===== src/rtl/disp_pkg.sv =====
// Shared types, sizes and helpers for the multiplexed 4-digit display scanner.
package disp_pkg;

  localparam int unsigned NUM_DIGITS       = 4;
  localparam int unsigned NIBBLE_W         = 4;
  localparam int unsigned DATA_W           = NUM_DIGITS * NIBBLE_W;
  localparam int unsigned IDX_W            = 2;
  localparam int unsigned SCAN_DIV_DEFAULT = 50000;

  typedef logic [IDX_W-1:0]      idx_t;
  typedef logic [NIBBLE_W-1:0]   nibble_t;
  typedef logic [DATA_W-1:0]     data_t;
  typedef logic [NUM_DIGITS-1:0] sel_t;

  function automatic nibble_t nibble_of(data_t d, idx_t idx);
    return nibble_t'(d >> (NIBBLE_W * 32'(idx)));
  endfunction

  // A digit is a leading zero when it and every more-significant digit are zero.
  function automatic logic digit_blank(data_t d, idx_t idx, bit blank_lead);
    data_t upper;
    upper = d >> (NIBBLE_W * 32'(idx));
    return blank_lead && (idx != '0) && (upper == '0);
  endfunction

endpackage


===== src/rtl/disp_scan_ctrl_if.sv =====
// Load handshake plus scanned-digit outputs of the display scanner.
interface disp_scan_ctrl_if;

  logic              in_valid;
  logic              in_ready;
  disp_pkg::data_t   in_data;
  disp_pkg::nibble_t nibble;
  disp_pkg::sel_t    digit_en;
  logic              blank;
  logic              frame_tick;

  modport master (
    output in_valid, in_data,
    input  in_ready, nibble, digit_en, blank, frame_tick
  );

  modport slave (
    input  in_valid, in_data,
    output in_ready, nibble, digit_en, blank, frame_tick
  );

endinterface


===== src/rtl/disp_prescaler.sv =====
// Free-running divider producing one slot_tick every SCAN_DIV clock cycles.
module disp_prescaler #(
  parameter int unsigned SCAN_DIV = disp_pkg::SCAN_DIV_DEFAULT
) (
  input  logic clk,
  input  logic rst_n,
  output logic slot_tick
);

  localparam int unsigned CntW = (SCAN_DIV > 1) ? $clog2(SCAN_DIV) : 1;
  localparam logic [CntW-1:0] CntMax = CntW'(SCAN_DIV - 1);

  if (SCAN_DIV < 2 || SCAN_DIV > 65535) begin : g_bad_div
    $error("disp_prescaler: SCAN_DIV out of range 2..65535");
  end

  logic [CntW-1:0] cnt_q, cnt_d;

  assign slot_tick = (cnt_q == CntMax);

  always_comb begin
    cnt_d = slot_tick ? '0 : cnt_q + 1'b1;
  end

  always_ff @(posedge clk or negedge rst_n) begin
    if (!rst_n) begin
      cnt_q <= '0;
    end else begin
      cnt_q <= cnt_d;
    end
  end

endmodule


===== src/rtl/disp_scan_ctrl.sv =====
// Four-digit display scanner: double-buffered load, frame-aligned update and
// optional leading-zero blanking.
module disp_scan_ctrl
  import disp_pkg::*;
#(
  parameter int unsigned SCAN_DIV   = SCAN_DIV_DEFAULT,
  parameter int unsigned BLANK_LEAD = 1
) (
  input logic              clk,
  input logic              rst_n,
  disp_scan_ctrl_if.slave  bus_io
);

  logic    slot_tick;
  logic    frame_tick;
  logic    load;
  idx_t    idx_q, idx_d;
  data_t   disp_q, disp_d;
  data_t   pend_q, pend_d;
  logic    pend_full_q, pend_full_d;
  nibble_t nibble_q, nibble_d;
  sel_t    digit_en_q, digit_en_d;
  logic    blank_q, blank_d;

  disp_prescaler #(
    .SCAN_DIV (SCAN_DIV)
  ) u_prescaler (
    .clk       (clk),
    .rst_n     (rst_n),
    .slot_tick (slot_tick)
  );

  always_comb begin
    frame_tick  = slot_tick && (idx_q == idx_t'(NUM_DIGITS - 1));
    load        = bus_io.in_valid && !pend_full_q;
    idx_d       = slot_tick ? idx_q + 1'b1 : idx_q;
    disp_d      = disp_q;
    pend_d      = pend_q;
    pend_full_d = pend_full_q;

    // Transfer and load are exclusive: a load needs pending empty, a transfer needs it full.
    if (frame_tick && pend_full_q) begin
      disp_d      = pend_q;
      pend_full_d = 1'b0;
    end else if (load) begin
      pend_d      = bus_io.in_data;
      pend_full_d = 1'b1;
    end

    // Outputs are computed from next-state so they change on the same edge as idx.
    nibble_d   = nibble_of(disp_d, idx_d);
    blank_d    = digit_blank(disp_d, idx_d, BLANK_LEAD != 0);
    digit_en_d = blank_d ? '0 : sel_t'(1) << idx_d;
  end

  always_ff @(posedge clk or negedge rst_n) begin
    if (!rst_n) begin
      idx_q       <= '0;
      disp_q      <= '0;
      pend_q      <= '0;
      pend_full_q <= 1'b0;
      nibble_q    <= '0;
      digit_en_q  <= sel_t'(1);
      blank_q     <= 1'b0;
    end else begin
      idx_q       <= idx_d;
      disp_q      <= disp_d;
      pend_q      <= pend_d;
      pend_full_q <= pend_full_d;
      nibble_q    <= nibble_d;
      digit_en_q  <= digit_en_d;
      blank_q     <= blank_d;
    end
  end

  assign bus_io.in_ready   = !pend_full_q;
  assign bus_io.nibble     = nibble_q;
  assign bus_io.digit_en   = digit_en_q;
  assign bus_io.blank      = blank_q;
  assign bus_io.frame_tick = frame_tick;

endmodule


===== src/flat_wrapper.sv =====
// flat-port wrapper written by rule: the top's interface ports become plain ports
module disp_scan_ctrl_flat import disp_pkg::*;
#(
  parameter int unsigned SCAN_DIV   = SCAN_DIV_DEFAULT,
  parameter int unsigned BLANK_LEAD = 1
)
  (clk, rst_n, bus_io_in_valid, bus_io_in_data, bus_io_in_ready, bus_io_nibble, bus_io_digit_en, bus_io_blank, bus_io_frame_tick);
  disp_scan_ctrl_if bus_io_i ();
  input logic clk;
  input logic rst_n;
  input wire logic [$bits(bus_io_i.in_valid)-1:0] bus_io_in_valid;
  input wire logic [$bits(bus_io_i.in_data)-1:0] bus_io_in_data;
  output wire logic [$bits(bus_io_i.in_ready)-1:0] bus_io_in_ready;
  output wire logic [$bits(bus_io_i.nibble)-1:0] bus_io_nibble;
  output wire logic [$bits(bus_io_i.digit_en)-1:0] bus_io_digit_en;
  output wire logic [$bits(bus_io_i.blank)-1:0] bus_io_blank;
  output wire logic [$bits(bus_io_i.frame_tick)-1:0] bus_io_frame_tick;
  assign bus_io_i.in_valid = bus_io_in_valid;
  assign bus_io_i.in_data = bus_io_in_data;
  assign bus_io_in_ready = bus_io_i.in_ready;
  assign bus_io_nibble = bus_io_i.nibble;
  assign bus_io_digit_en = bus_io_i.digit_en;
  assign bus_io_blank = bus_io_i.blank;
  assign bus_io_frame_tick = bus_io_i.frame_tick;
  disp_scan_ctrl #(.SCAN_DIV(SCAN_DIV), .BLANK_LEAD(BLANK_LEAD)) u_core (.clk(clk), .rst_n(rst_n), .bus_io(bus_io_i));
endmodule

===== config.mk =====
export PLATFORM = sky130hd
export DESIGN_NAME = disp_scan_ctrl_flat
export DESIGN_NICKNAME = d
export VERILOG_FILES = /design/src/rtl/disp_pkg.sv /design/src/rtl/disp_scan_ctrl_if.sv /design/src/rtl/disp_prescaler.sv /design/src/rtl/disp_scan_ctrl.sv /design/src/flat_wrapper.sv
export SDC_FILE = /design/constraint.sdc
export NUM_CORES = 1
export LEC_CHECK = 0
export ABC_AREA = 1
export CAP_MARGIN = 20
export CORE_UTILIZATION = 39
export CTS_BUF_LIST = sky130_fd_sc_hd__clkbuf_16
export DETAILED_ROUTE_END_ITERATION = 8
export GPL_TIMING_DRIVEN = 0
export SYNTH_ARGS = -nofsm -noshare
export SYNTH_HDL_FRONTEND = slang
export SYNTH_SLANG_ARGS = --single-unit
export TNS_END_PERCENT = 1

===== constraint.sdc =====
create_clock -name clk -period 6.4 [get_ports clk]
set_clock_uncertainty 0.2 [all_clocks]
set_input_delay 1.28 -clock clk [delete_from_list [all_inputs] [get_ports clk]]
set_output_delay 1.28 -clock clk [all_outputs]
set_load 0.02 [all_outputs]

==> summary.md <==
| Metric | Value |
|---|---|
| Final TNS setup | `0 ns` |
| Hold depth | `1` |
| P_sw | `between 0.15 and 0.2 mW` |
| Synth-to-Final Area Change | `25.6%` |
| Final critical-path share of the clock period | `0.594` |
| Core Area | `0.00694 mm²` |
| Max stage delay cell, worst path | `clkdlybuf4s50_1` |
| Yosys top cell area share | `0.515` |
| Synthesized area | `0.00287 mm²` |
| Final routed DRC violation total | `0` |
| Antenna Cells | `0` |
| Critical Path AT | `2.32 ns` |
| Slew headroom | `0.619` |
| Max-cap violations | `0` |
| Pre-CTS setup slack | `2.92 ns` |
| Cells on worst reg2reg path | `14` |
| Initial antenna violation count | `0` |
| DR vias | `about 2200` |
| Routed len/inst | `~12 µm` |
| Final Hold Vio Count | `0` |
| Final setup viols | `0` |
| Combinational cell fraction of total power | `0.034` |
| Clk pwr share | `0.532` |
| H-Tree Depth | `3` |
| LEAKAGE | `1.78 nW` |
| TritonCTS Buffers | `9` |
| Largest cells by area after synthesis | `dfrtp_1 (51%), nand2_1 (10%), inv_1 (5.1%)` |
| Placer Congestion | `0.833` |
| # port buffers | `29` |
| Largest net degree at the start of global routing | `36` |
| Maximum VDD drop | `between 100 and 150 µV` |
| Rows | `30` |
| R2r endpoint | `u_core.bus_io.blank` |
| Antenna-violating nets left | `0` |
| Simple-Gate Fraction of Synth Area | `0.293` |
| Hold Path Class | `flop to flop` |
| # Post-CTS Setup Buffers | `0` |
| Synthesis-stage register bit count | `60` |
| CTS root buffer | `clkbuf_16` |
| Syn avg cell area | `8.88 µm²` |
| Post-Synth Adder-Cell Area | `0.00873` |
| Worst r2r src | `u_core.u_prescaler.cnt_q[0]` |
| Fillers | `680` |
| Share of cells above drive strength 1 | `0.201` |
| Clock Sinks | `60` |
| Vias in the first global route | `2047` |
| Hold Startpoint | `u_core.u_prescaler.cnt_q[0]` |
| IO Pins | `30` |
| Mux share of post-synthesis cell area | `0.0510` |
| Switching Fraction | `0.216` |
| Fin Hold WS | `0.263 ns` |
| Drt first pass iters | `4` |
| NumNets Final | `385` |
| Slew Viols, Final | `0` |
| CTS Hold Bufs | `0` |
| Die width | `87.8 µm` |
| Internal power | `0.717 mW` |
| Post-synthesis sequential area ratio | `0.524` |
| Total length of routed wires | `5.67 mm` |
| Cells after synthesis | `323` |
| Syn nets | `between 300 and 400` |
| Compound-gate portion of the synthesized area | `0.0502` |
| Initial DRC count | `117` |
| Clk buf depth | `2` |
| Most frequent cells in the layout | `nand2_1 (77), dfrtp_1 (59), inv_1 (39)` |
| Post-synth top area cell | `dfrtp_1` |
| CP Max Fanout | `5` |
| Buffers & Inverters on Critical Path | `1` |
| RSZ-0062 raised after global routing | `false` |
| Main combinational cell family by area after synthesis | `simple AND/OR/NAND/NOR gates` |
| Commonest non-fill, non-tap cell in the layout | `nand2_1` |
| Clock-pin slew on the worst setup and hold paths | `0.05 ns` |
| Worst setup SP type | `flop` |
| Setup crit end kind | `output pin` |
| Die ar. | `about 0.0077 mm²` |
| Tightest Pin Transition | `approximately 0.57 ns` |
| CTS tree | `done` |
| Sequential Power Share | `0.434` |
| WP data required | `about 5 ns` |
| Worst setup path category | `flop to output pin` |
| Gr ovfl total | `0` |
| Number of synthesis warnings | `0` |
| Hold Path Sink | `u_core.u_prescaler.cnt_q[0]` |
| R2r setup slk | `3.87 ns` |
| CP most frequent cell | `nor2_2` |
| Final setup margin | `about 2.6 ns` |
| Crit-path max cell delay | `0.65 ns` |
| Xor and xnor area share after synthesis | `0.00916` |
| Routed vias/inst | `between 4 and 5` |
| CTS resizes | `0` |
| First-pass GRT wire length | `approximately 9.9 mm` |
| CP delay by family, top | `simple AND/OR/NAND/NOR gates` |
| All-Layer GR Usage | `0.174` |
| Total power per unit cell area | `about 250 mW/mm²` |
| Critical path cell sequence | `ha_1 > nand3_1 > nor2_2 > nand2_1 > nor2_2 > clkdlybuf4s50_1` |
| Fin crit period | `3.80 ns` |
| Die Ht | `87.8 µm` |
| Netlist cell types | `29` |
| Initial Utilization | `0.413` |
| DP Wirelength | `around 4.3 mm` |
| Clock insertion delay at the later pin of the skew report | `0.33 ns` |
| Fmax | `0.263 GHz` |
| Status | `finished, final reports clean` |
[state kept, by name, indices dropped and copies added, names as in the netlist]
signal / flops
u_core.idx_q: 2
u_core.disp_q: 16
u_core.bus_io.nibble: 4
u_core.bus_io.blank: 1
u_core.u_prescaler.cnt_q: 16
u_core.bus_io.digit_en: 4
u_core.pend_full_q: 1
u_core.pend_q: 16
[worst max path at each step]
| stage | depth (start not counted) | endpoint | startpoint |
|---|---|---|---|
| final | 6 | bus_io_frame_tick | u_core.u_prescaler.cnt_q[0] |
| after global routing | 6 | bus_io_frame_tick | u_core.u_prescaler.cnt_q[0] |
| after CTS | 6 | bus_io_frame_tick | u_core.u_prescaler.cnt_q[0] |
| after detailed placement | 6 | bus_io_frame_tick | u_core.u_prescaler.cnt_q[0] |
| after global placement | 1 | u_core.pend_q[5] | rst_n |
| after floorplan | 5 | bus_io_frame_tick | u_core.u_prescaler.cnt_q[0] |
[synth_stat cells]
| cell type | instances |
|---|---|
| o21ai_2 | 1 |
| a21oi_2 | 1 |
| nand4_4 | 1 |
| nor4_1 | 1 |
| nor2_4 | 5 |
| nand2_2 | 20 |
| o21bai_1 | 1 |
| a211oi_1 | 1 |
| inv_1 | 39 |
| clkbuf_1 | 2 |
| o21ai_0 | 7 |
| nor3_1 | 2 |
| buf_2 | 3 |
| nor2_1 | 30 |
| xor2_1 | 3 |
| a21oi_1 | 10 |
| buf_6 | 1 |
| nand3_1 | 15 |
| nand4_1 | 12 |
| a31oi_1 | 3 |
| o21a_1 | 1 |
| mux2_2 | 13 |
| nor2_2 | 9 |
| inv_2 | 1 |
| dfstp_2 | 1 |
| nand2_1 | 77 |
| dfrtp_1 | 59 |
| and2_1 | 2 |
| ha_1 | 2 |
[power groups by stage]
stage               Combinational, mW  Clock [mW]  Sequential [mW]
global placement               0.0303           0            0.403
CTS                            0.0322       0.503            0.397
finish                         0.0310       0.486            0.397
detailed placement             0.0322           0            0.404
global route                   0.0353       0.521            0.398
floorplan                      0.0106           0            0.402
[metrics by stage]
stage / instance area [µm²] / instances / utilization / power, mW
4_1_cts: 3600 / 465 / 0.519 / 0.932
3_3_place_gp: 3280 / 448 / 0.472 / 0.434
2_1_floorplan: 2870 / 323 / - / 0.412
5_1_grt: 3600 / 465 / 0.519 / 0.954
3_5_place_dp: 3290 / 449 / 0.474 / 0.436
6_report: 3600 / 465 / 0.519 / 0.914
[worst register-to-register path, stage by stage (launching register included)]
cell     delay (ns)
dfrtp_1        0.37
ha_1           0.20
nand3_1        0.17
inv_1          0.15
nand2_1        0.06
nor2_1         0.25
buf_2          0.30
nand4_1        0.11
nand2_1        0.15
nand2_1        0.06
nand2_1        0.08
nor2_2         0.05
nand2_1        0.09
nor2_4         0.05
and2_1         0.15
[metal layers]
metal,part of all wire,global-route usage,vias to the layer above
li1,-,-,1114
met1,0.51,0.252,1009
met2,0.43,0.238,46
met3,0.041,0.0537,10
met4,0.023,0.0775,0
met5,0,0,-
[layout make-up]
| cell class | count | area, µm² | share of cell area |
|---|---|---|---|
| buffer | 6 | 33.8 | 0.00938 |
| clock buffer | 9 | 225 | 0.0625 |
| clock inverter | 7 | 82.6 | 0.0229 |
| inverter | 40 | 150 | 0.0417 |
| multi-input combinational | 217 | 1180 | 0.328 |
| sequential | 60 | 1500 | 0.417 |
| tap | 96 | 120 | 0.0334 |
| timing repair buffer | 30 | 305 | 0.0848 |
[logic make-up (layout without fill, tap and decap cells)]
logic type / Yosys count / after routing
simple gates: 174 / 174
xor+xnor: 3 / 3
flops: 60 / 60
buf+inv: 46 / 92
mux: 13 / 13
compound gates: 25 / 25
fa+ha+maj: 2 / 2
Power figures use the tool's default switching activity.
